`config.mk`:
```
export PLATFORM = sky130hd
export DESIGN_NAME = countdown_controller
export DESIGN_NICKNAME = d
export VERILOG_FILES = /design/src/rtl/countdown_controller_pkg.sv /design/src/rtl/countdown_controller_digit.sv /design/src/rtl/countdown_controller.sv
export SDC_FILE = /design/constraint.sdc
export NUM_CORES = 1
export LEC_CHECK = 0
export CORE_MARGIN = 5
export CORE_UTILIZATION = 40
export DETAILED_ROUTE_END_ITERATION = 16
export PLACE_DENSITY = 0.74
export SETUP_SLACK_MARGIN = 0.05
export SLEW_MARGIN = 40
export SYNTH_ARGS = -nofsm -noshare
export SYNTH_HDL_FRONTEND = slang
export SYNTH_SLANG_ARGS = --single-unit
```
`constraint.sdc`:
```
create_clock -name clk -period 2.9 [get_ports clk]
set_input_delay 0.87 -clock clk [delete_from_list [all_inputs] [get_ports clk]]
set_output_delay 0.87 -clock clk [all_outputs]
set_load 0.1 [all_outputs]
```
`src/rtl/countdown_controller_pkg.sv`:
```
// Shared definitions for the M:SS countdown controller: state encoding,
// digit width, default digit limits and the preset clamp helper.
package countdown_controller_pkg;

   localparam int DIGIT_W       = 4;
   localparam int MIN_MAX_DEF   = 9;
   localparam int TENS_MAX_DEF  = 5;
   localparam int UNITS_MAX_DEF = 9;

   typedef enum logic [1:0] {
      ST_IDLE  = 2'd0,
      ST_RUN   = 2'd1,
      ST_PAUSE = 2'd2,
      ST_DONE  = 2'd3
   } state_t;

   function automatic logic [DIGIT_W-1:0] clamp_digit(
      input logic [DIGIT_W-1:0] val,
      input logic [DIGIT_W-1:0] max
   );
      return (val > max) ? max : val;
   endfunction

endpackage

```
`src/rtl/countdown_controller_digit.sv`:
```
// One BCD down-counting digit with clamped load; borrow_out asks the next
// more significant digit to step down when this digit wraps from 0 to max.
module bcd_down_digit
   import countdown_controller_pkg::*;
(
   input  logic               clk,
   input  logic               clear,
   input  logic               en,
   input  logic               ld,
   input  logic [DIGIT_W-1:0] ld_val,
   input  logic [DIGIT_W-1:0] max,
   output logic [DIGIT_W-1:0] q,
   output logic               borrow_out
);

   localparam logic [DIGIT_W-1:0] ONE = DIGIT_W'(1);

   logic [DIGIT_W-1:0] r_q;

   always_ff @(posedge clk) begin
      if (!clear) begin
         r_q <= '0;
      end else if (ld) begin
         r_q <= clamp_digit(ld_val, max);
      end else if (en) begin
         r_q <= (r_q == '0) ? max : (r_q - ONE);
      end
   end

   assign q          = r_q;
   assign borrow_out = en & (r_q == '0);

endmodule

```
`src/rtl/countdown_controller.sv`:
```
// Countdown sequencer for three BCD digits (M:SS): load, run on 1 Hz ticks,
// pause/resume, and a DONE state with a one-cycle entry pulse.
module countdown_controller
   import countdown_controller_pkg::*;
#(
   parameter int MIN_MAX   = MIN_MAX_DEF,
   parameter int TENS_MAX  = TENS_MAX_DEF,
   parameter int UNITS_MAX = UNITS_MAX_DEF
) (
   input  logic               clk,
   input  logic               clear,
   input  logic               tick,
   input  logic               load,
   input  logic               start,
   input  logic               pause,
   input  logic [DIGIT_W-1:0] preset_min,
   input  logic [DIGIT_W-1:0] preset_tens,
   input  logic [DIGIT_W-1:0] preset_units,
   output logic [DIGIT_W-1:0] q_min,
   output logic [DIGIT_W-1:0] q_tens,
   output logic [DIGIT_W-1:0] q_units,
   output logic               running,
   output logic               done,
   output logic               done_pulse,
   output logic [1:0]         state
);

   localparam logic [DIGIT_W-1:0] MIN_MAX_V   = DIGIT_W'(MIN_MAX);
   localparam logic [DIGIT_W-1:0] TENS_MAX_V  = DIGIT_W'(TENS_MAX);
   localparam logic [DIGIT_W-1:0] UNITS_MAX_V = DIGIT_W'(UNITS_MAX);
   localparam logic [DIGIT_W-1:0] ONE         = DIGIT_W'(1);

   state_t             r_state;
   state_t             w_next_state;
   logic               r_done_pulse;
   logic               w_ld;
   logic               w_dec;
   logic               w_count_zero;
   logic               w_dec_to_zero;
   logic               w_borrow_units;
   logic               w_borrow_tens;
   logic               w_borrow_min;
   logic [DIGIT_W-1:0] w_q_min;
   logic [DIGIT_W-1:0] w_q_tens;
   logic [DIGIT_W-1:0] w_q_units;

   // Units step on every accepted tick; each borrow ripples one digit up.
   assign w_dec = tick & (r_state == ST_RUN);

   bcd_down_digit u_units (
      .clk        (clk),
      .clear      (clear),
      .en         (w_dec),
      .ld         (w_ld),
      .ld_val     (preset_units),
      .max        (UNITS_MAX_V),
      .q          (w_q_units),
      .borrow_out (w_borrow_units)
   );

   bcd_down_digit u_tens (
      .clk        (clk),
      .clear      (clear),
      .en         (w_borrow_units),
      .ld         (w_ld),
      .ld_val     (preset_tens),
      .max        (TENS_MAX_V),
      .q          (w_q_tens),
      .borrow_out (w_borrow_tens)
   );

   bcd_down_digit u_min (
      .clk        (clk),
      .clear      (clear),
      .en         (w_borrow_tens),
      .ld         (w_ld),
      .ld_val     (preset_min),
      .max        (MIN_MAX_V),
      .q          (w_q_min),
      .borrow_out (w_borrow_min)
   );

   assign w_count_zero  = (w_q_min == '0) && (w_q_tens == '0) && (w_q_units == '0);
   assign w_dec_to_zero = w_dec && (w_q_min == '0) && (w_q_tens == '0) && (w_q_units == ONE);

   always_ff @(posedge clk) begin
      if (!clear) begin
         r_state      <= ST_IDLE;
         r_done_pulse <= 1'b0;
      end else begin
         r_state      <= w_next_state;
         r_done_pulse <= (r_state == ST_RUN) && (w_next_state == ST_DONE);
      end
   end

   // Load beats start everywhere; in PAUSE, pause also beats start.
   always_comb begin
      w_next_state = r_state;
      w_ld         = 1'b0;
      case (r_state)
         ST_IDLE: begin
            if (load) begin
               w_ld = 1'b1;
            end else if (start && !w_count_zero) begin
               w_next_state = ST_RUN;
            end
         end
         ST_RUN: begin
            // A borrow out of minutes means 0:00 was decremented; park in DONE.
            if (w_dec_to_zero || w_borrow_min) begin
               w_next_state = ST_DONE;
            end else if (pause) begin
               w_next_state = ST_PAUSE;
            end
         end
         ST_PAUSE: begin
            if (load) begin
               w_ld         = 1'b1;
               w_next_state = ST_IDLE;
            end else if (start && !pause) begin
               w_next_state = ST_RUN;
            end
         end
         ST_DONE: begin
            if (load) begin
               w_ld         = 1'b1;
               w_next_state = ST_IDLE;
            end
         end
         default: begin
            w_next_state = ST_IDLE;
         end
      endcase
   end

   assign q_min      = w_q_min;
   assign q_tens     = w_q_tens;
   assign q_units    = w_q_units;
   assign running    = (r_state == ST_RUN);
   assign done       = (r_state == ST_DONE);
   assign done_pulse = r_done_pulse;
   assign state      = r_state;

endmodule

```
==> results by stage <==
Status:
- The flow ran to the end, and the final reports show no timing, DRC or antenna violations.

Clock network:
- Once the clock tree was built, the resizer swapped 0 gates to a different size.
- CTS built an H-tree with a depth of 1.
- Buffers inserted to repair hold after CTS numbered 0.
- The clock slew at the register clock pins of the worst setup and hold paths is 90 ps.
- Once the clock tree was built, the setup fixing pass inserted 0 buffers.
- The clock net in this run drives a total of 15 sinks.
- For the worst-skew pair, the clock arrives at the later sink with an insertion delay of 280 ps.
- TritonCTS built the clock tree.
- CTS placed an instance of sky130_fd_sc_hd__clkbuf_4 at the clock tree root.
- The largest buffer count on any clock path is 2.
- The CTS buffer count is 3.

Synthesis:
- The number of enable flip-flop cells after synthesis is 0.
- The count of different cell masters after synthesis is 40.
- Counting every net in the synthesized netlist gives 127.
- By area the synthesized netlist is led by sky130_fd_sc_hd__dfxtp_1, sky130_fd_sc_hd__nor2_1, sky130_fd_sc_hd__nand3_1, sky130_fd_sc_hd__nor3_1, sky130_fd_sc_hd__o21ai_0.
- A synthesized cell averages 8.207 um^2.
- Yosys printed 0 warnings.
- The share of the Yosys chip area taken by registers is 33.57%.
- The summed instance area of the synthesized netlist is 894.6 um^2.
- Of all cell types, the one taking the most synthesized area is sky130_fd_sc_hd__dfxtp_1.
- The share of the synthesized area in the top cell type is 33.57%.
- After synthesis, the share of flip-flops with an asynchronous set or reset is 0%.
- Counting every instance in the synthesized netlist gives 109.
- The flop and latch count out of synthesis is 15.
- The primary flip-flop cell chosen by synthesis mapping is sky130_fd_sc_hd__dfxtp_1.

Global routing:
- The overall track demand over capacity in global routing is 15.38%.
- The initial antenna violation count was 0.
- The wire length of the first global-routing pass is 4071 um.
- The largest net degree at the start of global routing is 14.
- Global routing finished with a remaining overflow of 0.
- The number of global-route vias before repair came to 888.

Critical path:
- The nature of the critical path endpoint is an output port.
- The critical path contains buffers and inverters numbering 2 combined.
- In this run the critical register-to-register path is launched from u_tens.q[0].
- The data required time at the worst endpoint is 2030 ps.
- STA puts the critical path data arrival time at 1360 ps.
- The critical path starts at state[1].
- Of all nets on the critical path, the largest fanout is 13.
- The worst setup path is of the reg -> out kind.
- The cell class contributing the biggest share of worst-path delay is flip-flops.
- The signal on the critical path passes through nand2_1 > inv_1 > buf_4.
- The worst setup path is launched from a flop.
- In this design, the stage delay of the slowest critical-path cell is 600 ps.
- The largest individual stage delay along the critical path comes from the cell sky130_fd_sc_hd__dfxtp_1.

Min path:
- The startpoint identified for the worst hold timing path is u_tens.q[3].
- The min-delay analysis places its worst path in the category reg -> reg.

Layout:
- The finished cells cover 1254 um^2.
- Compared with the post-synthesis result, the final layout area differs by 40.14%.
- The multi-input combinational cells in the finished layout cover a total of 564.3 um^2.
- Leaving out fill and tap cells, the most frequent cells in the layout are sky130_fd_sc_hd__buf_4, sky130_fd_sc_hd__clkdlybuf4s50_1, sky130_fd_sc_hd__dfxtp_1.
- The net count of the finished layout is 164.
- The non-filler instance count after layout is 173.
- The area taken by flip-flops and latches is 300.3 um^2.
- The number of antenna diodes in the final layout is 0.
- After filler insertion, the fill cell instance count of the layout stands at 219.
- Leaving out fill and tap cells, the most frequent cell in the layout is sky130_fd_sc_hd__buf_4.
- The share of post-route cells with drive strength above 1 is 22.07%.

STA:
- After routing, the total negative slack on setup checks comes to 0 ps.
- The number of failing hold endpoints at the final stage is 0.
- The final critical path time including I/O delays and setup is 2233 ps.
- The highest clock rate is 0.4478 GHz.
- Setup violations remaining at the end of the flow were counted as 0.
- The setup slack after layout is 666.7 ps.
- The maximum clock skew at final layout is 3.166 ps.
- The count of pins over their slew limit is 0.
- The worst pin sits at a relative slew slack of 65.15%.
- The transition time at the pin with the least slew margin is 519.3 ps.
- After layout, the worst path uses 77.01% of the clock period.
- Setup repair after global routing left no endpoint under its margin.

Floorplan:
- The row count is 17.
- The region available for standard cell placement spans 2170 um^2.
- The overall die area is 3282 um^2.
- The initial utilization of the core area, before any placement, comes to 41.23%.
- The x dimension of the die is 57.29 um.
- The vertical die dimension is 57.29 um.
- The number of top-level pins is 35.

Route:
- For this block, the routed nets add up to 2455 um of wire.
- After detailed routing, the number of remaining DRC violations is 0.
- The detail-routed via count per cell is 5.607.
- The first detailed-routing pass ran for 4 iterations.
- The routed layout has 970 vias.
- The first-iteration detailed-routing DRC count is 21.
- The number of nets with antenna violations after detailed routing is 0.
- The routed wire length per instance is 14.19 um.

Placed design:
- OpenSTA, run right after detailed placement, puts the worst setup slack at 391.6 ps.
- The instance area at placement is 1227 um^2.
- Input and output buffers added on the ports amount to 34.
- After detailed placement, the design holds a cell count of 169.
- The global placement routability congestion is 0.8034.
- Detailed placement finished with a half-perimeter wire length of 1903 um.

Pwr:
- The total power per unit cell area is 506.4 nW/um^2.
- The leakage power is 0.0004656 uW.
- VDD sags by at most 0.3196 mV.
- The post-layout total power is 634.9 uW.

Job:
- Across the run, the number of max-cap violations was 0.
worst reg2reg max path: stages (launching register included):
cell and delay (ps):
sky130_fd_sc_hd__dfxtp_1 370, sky130_fd_sc_hd__or4_4 580, sky130_fd_sc_hd__or3_4 360, sky130_fd_sc_hd__or4_4 440, sky130_fd_sc_hd__a211oi_2 210
where the power goes:
part	total (uW)	leakage, uW	internal, uW	switching [uW]
registers	247	0.000123	221	25.6
logic	267	0.000327	83.6	184
clock network	121	0.0000150	53.5	67.1
total	635	0.000466	358	277
synth_stat cells, drive strengths merged (3+ instances only):
| master | count |
|---|---|
| dfxtp | 15 |
| nor2 | 11 |
| nand3 | 7 |
| o21ai | 7 |
| nand2 | 6 |
| nor3 | 6 |
| a21oi | 5 |
| a211oi | 4 |
| nor4 | 4 |
| or4 | 4 |
| inv | 3 |
| nor2b | 3 |
final cells by class:
type | count | area share [%]
well taps | 28 | 2.794
flip-flops and latches | 15 | 23.95
repair buffers | 36 | 24.95
inverters | 4 | 1.198
clock buffers | 4 | 2.096
multi-input cells | 86 | 45.01
routing by layer:
metal / global-route usage (%) / routed length, um
met3: 4.299 / 166
met5: 0 / 0
met4: 4.967 / 31
met2: 24.80 / 1169
met1: 19.81 / 1086
path summary, 6_finish.rpt:
kind	depth (start not counted)	slack (ps)	end
max	3	670	done
min	1	490	u_tens.q[3]
max reg2reg	4	870	state[1]
min reg2reg	1	490	u_tens.q[3]
cell families (layout without fill, tap and decap cells):
family / after synthesis / in the layout / synth area share [%]
flip-flops: 15 / 15 / 33.57
multiplexers: 2 / 2 / 2.238
AO/OA/AOI/OAI: 29 / 29 / 22.80
AND/OR/NAND/NOR: 52 / 52 / 34.27
buffers and inverters: 8 / 44 / 4.195
XOR/XNOR: 3 / 3 / 2.938
state kept, by name (all words and copies together), names as in the netlist:
| register | count |
|---|---|
| state | 2 |
| done_pulse | 1 |
| u_units.q | 4 |
| u_tens.q | 4 |
| u_min.q | 4 |
per-stage QoR:
stage / util [%] / hold WS [ps]
floorplan: - / 947.1
global placement: 56.57 / 476.8
detailed placement: 56.57 / 481.8
CTS: 57.79 / 496.2
global route: 57.79 / 519.1
finish: 57.79 / 491.2
Power figures use the tool's default switching activity.
